==> config.mk <==
export PLATFORM = sky130hd
export DESIGN_NAME = rf_write_arbiter_flat
export DESIGN_NICKNAME = d
export VERILOG_FILES = /design/src/rtl/tinychip_pkg.sv /design/src/rtl/rf_write_arbiter_if.sv /design/src/rtl/rf_write_arbiter_rr.sv /design/src/rtl/rf_write_arbiter.sv /design/src/flat_wrapper.sv
export SDC_FILE = /design/constraint.sdc
export NUM_CORES = 1
export LEC_CHECK = 0
export ABC_AREA = 1
export BUFFER_PORTS_ARGS = -buffer_cell sky130_fd_sc_hd__clkbuf_2
export CORE_MARGIN = 1.5
export CORE_UTILIZATION = 49
export DETAILED_ROUTE_END_ITERATION = 7
export MAX_ROUTING_LAYER = met4
export PLACE_DENSITY = 0.87
export SLEW_MARGIN = 10
export SYNTH_ARGS = -nofsm -noshare
export SYNTH_HDL_FRONTEND = slang
export SYNTH_SLANG_ARGS = --single-unit
export TNS_END_PERCENT = 30
==> constraint.sdc <==
create_clock -name clk -period 2.4 [get_ports clk]
set_input_delay 0.6 -clock clk [delete_from_list [all_inputs] [get_ports clk]]
set_output_delay 0.6 -clock clk [all_outputs]
set_load 0.01 [all_outputs]
==> src/rtl/tinychip_pkg.sv <==
// Shared widths, requester ids and writeback request bundle
// for the register file write arbiter.
package tinychip_pkg;

  localparam int DATA_W   = 8;
  localparam int ADDR_W   = 2;
  localparam int NUM_REGS = 4;

  localparam int REQ_ALU  = 0;
  localparam int REQ_LOAD = 1;

  typedef struct packed {
    logic              valid;
    logic [ADDR_W-1:0] addr;
    logic [DATA_W-1:0] data;
  } wb_req_t;

endpackage

==> src/rtl/rf_write_arbiter_if.sv <==
// Writeback request channels: ALU (req0) and load (req1),
// each a valid/ready handshake carrying address and data.
interface rf_write_arbiter_if;
  import tinychip_pkg::*;

  logic              req0_valid;
  logic [ADDR_W-1:0] req0_addr;
  logic [DATA_W-1:0] req0_data;
  logic              req0_ready;

  logic              req1_valid;
  logic [ADDR_W-1:0] req1_addr;
  logic [DATA_W-1:0] req1_data;
  logic              req1_ready;

  modport master (
    output req0_valid, req0_addr, req0_data,
    input  req0_ready,
    output req1_valid, req1_addr, req1_data,
    input  req1_ready
  );

  modport slave (
    input  req0_valid, req0_addr, req0_data,
    output req0_ready,
    input  req1_valid, req1_addr, req1_data,
    output req1_ready
  );

endinterface

==> src/rtl/rf_write_arbiter_rr.sv <==
// Two-way round-robin arbiter; last_grant only moves on a grant,
// and reset leaves it at 1 so requester 0 wins first contention.
module rr_arbiter2 (
  input  logic       clk,
  input  logic       reset,
  input  logic [1:0] req,
  input  logic       en,
  output logic [1:0] gnt
);

  logic last_grant;

  always_comb begin
    gnt = 2'b00;
    if (en) begin
      unique case (1'b1)
        (req == 2'b11): gnt = last_grant ? 2'b01 : 2'b10;
        (req == 2'b01): gnt = 2'b01;
        (req == 2'b10): gnt = 2'b10;
        default:        gnt = 2'b00;
      endcase
    end
  end

  always_ff @(posedge clk) begin
    if (!reset) begin
      last_grant <= 1'b1;
    end else if (|gnt) begin
      last_grant <= gnt[1];
    end
  end

endmodule

==> src/rtl/rf_write_arbiter.sv <==
// Shares the register file write port between ALU and load
// writeback; registered write port plus a combinational busy mask.
module rf_write_arbiter
  import tinychip_pkg::*;
(
  input  logic                clk,
  input  logic                reset,
  input  logic                hold,
  rf_write_arbiter_if.slave   wb,
  output logic [ADDR_W-1:0]   reg_w,
  output logic                do_write,
  output logic [DATA_W-1:0]   write_data,
  output logic [NUM_REGS-1:0] busy_mask
);

  wb_req_t    req [2];
  logic [1:0] gnt;
  logic       en;

  assign req[REQ_ALU]  = '{wb.req0_valid, wb.req0_addr,
                           wb.req0_data};
  assign req[REQ_LOAD] = '{wb.req1_valid, wb.req1_addr,
                           wb.req1_data};

  assign en = reset & ~hold;

  rr_arbiter2 u_arb (
    .clk   (clk),
    .reset (reset),
    .req   ({req[REQ_LOAD].valid, req[REQ_ALU].valid}),
    .en    (en),
    .gnt   (gnt)
  );

  assign wb.req0_ready = gnt[REQ_ALU];
  assign wb.req1_ready = gnt[REQ_LOAD];

  always_ff @(posedge clk) begin
    if (!reset) begin
      do_write   <= 1'b0;
      reg_w      <= '0;
      write_data <= '0;
    end else begin
      do_write <= |gnt;
      if (gnt[REQ_LOAD]) begin
        reg_w      <= req[REQ_LOAD].addr;
        write_data <= req[REQ_LOAD].data;
      end else if (gnt[REQ_ALU]) begin
        reg_w      <= req[REQ_ALU].addr;
        write_data <= req[REQ_ALU].data;
      end
    end
  end

  // Pending requests count as busy so hazards see them early
  always_comb begin
    busy_mask = '0;
    if (reset) begin
      if (do_write)
        busy_mask[reg_w] = 1'b1;
      if (req[REQ_ALU].valid)
        busy_mask[req[REQ_ALU].addr] = 1'b1;
      if (req[REQ_LOAD].valid)
        busy_mask[req[REQ_LOAD].addr] = 1'b1;
    end
  end

endmodule

==> src/flat_wrapper.sv <==
// flat-port wrapper written by rule: the top's interface ports become plain ports
module rf_write_arbiter_flat import tinychip_pkg::*;
  (clk, reset, hold, reg_w, do_write, write_data, busy_mask, wb_req0_valid, wb_req0_addr, wb_req0_data, wb_req0_ready, wb_req1_valid, wb_req1_addr, wb_req1_data, wb_req1_ready);
  rf_write_arbiter_if wb_i ();
  input  logic clk;
  input  logic reset;
  input  logic hold;
  output logic [ADDR_W-1:0] reg_w;
  output logic do_write;
  output logic [DATA_W-1:0] write_data;
  output logic [NUM_REGS-1:0] busy_mask;
  input wire logic [$bits(wb_i.req0_valid)-1:0] wb_req0_valid;
  input wire logic [$bits(wb_i.req0_addr)-1:0] wb_req0_addr;
  input wire logic [$bits(wb_i.req0_data)-1:0] wb_req0_data;
  output wire logic [$bits(wb_i.req0_ready)-1:0] wb_req0_ready;
  input wire logic [$bits(wb_i.req1_valid)-1:0] wb_req1_valid;
  input wire logic [$bits(wb_i.req1_addr)-1:0] wb_req1_addr;
  input wire logic [$bits(wb_i.req1_data)-1:0] wb_req1_data;
  output wire logic [$bits(wb_i.req1_ready)-1:0] wb_req1_ready;
  assign wb_i.req0_valid = wb_req0_valid;
  assign wb_i.req0_addr = wb_req0_addr;
  assign wb_i.req0_data = wb_req0_data;
  assign wb_req0_ready = wb_i.req0_ready;
  assign wb_i.req1_valid = wb_req1_valid;
  assign wb_i.req1_addr = wb_req1_addr;
  assign wb_i.req1_data = wb_req1_data;
  assign wb_req1_ready = wb_i.req1_ready;
  rf_write_arbiter u_core (.clk(clk), .reset(reset), .hold(hold), .wb(wb_i), .reg_w(reg_w), .do_write(do_write), .write_data(write_data), .busy_mask(busy_mask));
endmodule
==> summary.md <==
| Metric | Value |
|---|---|
| First-pass GRT wire length | `3208 um` |
| Int Pwr | `between 0.3 and 0.4 mW` |
| Sequence of cells on the critical path | `clkbuf_2, nand3_1, a21oi_1, clkbuf_2` |
| Post-cts gate resize count | `0` |
| Largest family of logic cells by synthesized area | `simple AND/OR/NAND/NOR gates` |
| Critical path peak fanout | `18` |
| Reg2reg start | `u_core.u_arb.last_grant$_SDFFE_PN1P_` |
| Post-CTS Hold Fix Bufs | `0` |
| Post-CTS Repair Setup Buffers | `0` |
| Share of Yosys cell area claimed by the top area cell type | `roughly 26%` |
| Fillers | `between 150 and 200` |
| Area Growth Syn to Fin | `25.64%` |
| Hold WC Path Type | `flop to flop` |
| Pre-antenna DRT Iters | `4` |
| Combinational Power Share | `roughly 26%` |
| Synth Area in XOR/XNOR | `0%` |
| CTS tree | `built` |
| Worst Setup EP | `wb_req0_ready` |
| Final Net Count | `219` |
| Chip height | `~47 um` |
| Tmin final | `1.961 ns` |
| Initial Util | `53.12%` |
| Final TNS setup | `0 ns` |
| Most used cell, CP | `clkbuf_2` |
| CP startpoint kind | `input pin` |
| Max Clock Skew | `0.003560 ns` |
| Clock transition at path regs | `roughly 0.08 ns` |
| Clock power share | `31.5%` |
| Die Wd | `~47 um` |
| Detailed Place HPWL | `1575 um` |
| Gr ovfl total | `0` |
| Worst-margin pin slew | `0.3658 ns` |
| VDD IR max | `268.5 uV` |
| Synthesized area | `around 930 um^2` |
| Setup slack, reg-to-reg | `1.31 ns` |
| Vias/cell | `4.528` |
| Port Buf Inserts | `41` |
| Unique masters post-synth | `20` |
| Top area cells in the synthesized netlist | `dfxtp_1 26%, nand2_1 21%, inv_1 17%, nand3_2 9.7%, nand3_1 6.5%` |
| Max Slew Vio Count | `0` |
| Die ar. | `0.002162 mm^2` |
| Via count | `between 900 and 1000` |
| Worst path required time | `1.80 ns` |
| LEAKAGE | `0.7935 nW` |
| H-tree depth reported by CTS | `1` |
| Crit. Startpoint | `reset` |
| GPL Wtd Cong | `between 0.7 and 0.8` |
| Total track usage | `21.35%` |
| Worst skew pair latency | `0.27 ns` |
| Sequential-to-total area share from yosys stat | `25.91%` |
| Detailed Route WL | `~2000 um` |
| Adder-Cell Fraction of Synth Area | `0%` |
| Layout cell share with drive strength beyond 1 | `around a third` |
| Flop pwr share | `42.6%` |
| Avg WL per Cell | `between 9 and 10 um` |
| Highest Clock Rate | `between 0.5 and 0.6 GHz` |
| Hold_sp | `u_core.u_arb.last_grant$_SDFFE_PN1P_` |
| Syn_nets | `177` |
| Clock root cell | `clkbuf_4` |
| Area leader, netlist | `dfxtp_1` |
| CP endpoint kind | `primary output` |
| Final count of hold timing violations | `0` |
| Levels on crit path | `4` |
| Number of global-route vias before repair | `811` |
| Antenna diodes | `0` |
| Switching Fraction | `30.81%` |
| Rows | `15` |
| Reg2reg end | `u_core.write_data[5]$_SDFFE_PN0P_` |
| Total CTS buffers | `3` |
| Pin count of the biggest net entering global routing | `19` |
| Critical Path Max Stage Delay | `0.31 ns` |
| DRC | `0` |
| Clock Sinks | `12` |
| Pwr Density | `444.6 mW/mm^2` |
| WP buf/inv | `2` |
| Post-synthesis simple-gate area fraction | `46.02%` |
| Post-synthesis compound-gate area fraction | `5.803%` |
| FF+latch count, synth | `12` |
| 1st-iter DRT viols | `14` |
| Slowest-stage cell, CP | `clkbuf_2` |
| Deepest clock path buffer count | `2` |
| Mux share of post-synthesis cell area | `0%` |
| I/O pin cnt | `42` |
| Initial antenna violation count | `0` |
| Synth Warn # | `0` |
| DRT antenna net count | `0` |
| Top delay family on crit path | `buffers and inverters` |
| Switching power | `0.1596 mW` |
| Max Cap Viol | `0` |
| Gate Count Post-Synth | `152` |
| Synthesized area per cell | `approximately 6.1 um^2` |
| RSZ-0062 raised after global routing | `no` |
| Setup violation total in the final timing report | `0` |
| Arrival time at the worst endpoint | `1.36 ns` |
| CP Class | `input pin to primary output` |
| Overall Power | `0.5180 mW` |
| Core Box Area | `0.001745 mm^2` |
| Slew headroom | `between 70% and 80%` |
| R2r worst-path depth | `8` |
| Final period util | `between 80% and 90%` |
| Outcome | `complete, no violations` |
[through the flow]
step | std cells | hold slack [ns] | area [um^2] | utilization [%] | worst slack (ns)
final | 218 | 0.5305 | 1165 | 66.74 | 0.4391
after global routing | 218 | 0.5545 | 1165 | 66.74 | 0.3221
after CTS | 218 | 0.5346 | 1165 | 66.74 | 0.4246
after detailed placement | 214 | 0.5234 | 1129 | 64.66 | 0.4242
after global placement | 214 | 0.5234 | 1129 | 64.66 | 0.4557
after floorplan | 152 | 0.5020 | 927.1 | - | 0.6080
[layer usage]
metal	up-vias	wire length (um)	GRT usage [%]
met5	-	0	-
met1	420	921	27.66
li1	529	-	-
met4	0	30	10.29
met3	4	114	2.353
met2	34	934	32.78
[sequential cells by signal (all words and copies together), names as in the netlist]
register	flops
u_core.do_write	1
u_core.reg_w	2
u_core.u_arb.last_grant	1
u_core.write_data	8
[synthesized netlist by cell type]
cell type and number:
a21oi_1 1, buf_2 1, buf_6 3, clkbuf_1 1, dfxtp_1 12, inv_1 41, inv_2 1, inv_4 1
nand2_1 53, nand2_2 1, nand3_1 12, nand3_2 9, nand4_1 2, nor2_1 2, nor2_4 1, nor2_8 1
nor3_1 4, o211ai_2 1, o21ai_0 4, o21ai_4 1
[worst min-delay path by stage]
stage                                                      end  cells after the start
final                     u_core.u_arb.last_grant$_SDFFE_PN1P_                      2
after global routing      u_core.u_arb.last_grant$_SDFFE_PN1P_                      2
after CTS                 u_core.u_arb.last_grant$_SDFFE_PN1P_                      2
after detailed placement  u_core.u_arb.last_grant$_SDFFE_PN1P_                      2
after global placement    u_core.u_arb.last_grant$_SDFFE_PN1P_                      2
after floorplan           u_core.u_arb.last_grant$_SDFFE_PN1P_                      2
[cell usage in the layout, fill, tap and decap left out, drive strengths merged, types with 2 or more instances in the layout]
cell type  Yosys  final
clkbuf         1     45
nand4          2      2
nor2           4      4
inv           43     43
o21ai          5      5
nand3         21     21
nor3           4      4
nand2         54     54
dfxtp         12     12
[worst reg2reg max path, stage by stage (launching register included)]
cell and delay [ns]:
dfxtp_1 0.34, nand2_2 0.07, nand2_1 0.15, nor2_4 0.04
buf_4 0.16, nand2_1 0.08, nand3_2 0.07, nand2_1 0.06
inv_1 0.03
[power by group through the flow]
stage          clock network (mW)  logic (mW)  registers (mW)
5_1_grt                     0.173       0.153           0.222
3_5_place_dp                    0       0.134           0.225
3_3_place_gp                    0       0.131           0.225
6_report                    0.163       0.134           0.220
4_1_cts                     0.165       0.135           0.220
2_1_floorplan                   0      0.0838           0.230
[logic make-up after synthesis]
family,after synthesis
AND/OR/NAND/NOR,85
buffers and inverters,48
flip-flops,12
AO/OA/AOI/OAI,7
[layout make-up]
type                    count  area, um^2  share of cell area (%)
multi-input cells          92       480.5                   41.25
inverters                  43       163.9                   14.07
well taps                  25       31.28                   2.685
flip-flops and latches     12       240.2                   20.62
repair buffers             42       212.7                   18.26
clock buffers               4       36.28                   3.115
No activity file was read; power rests on OpenSTA's default activity.
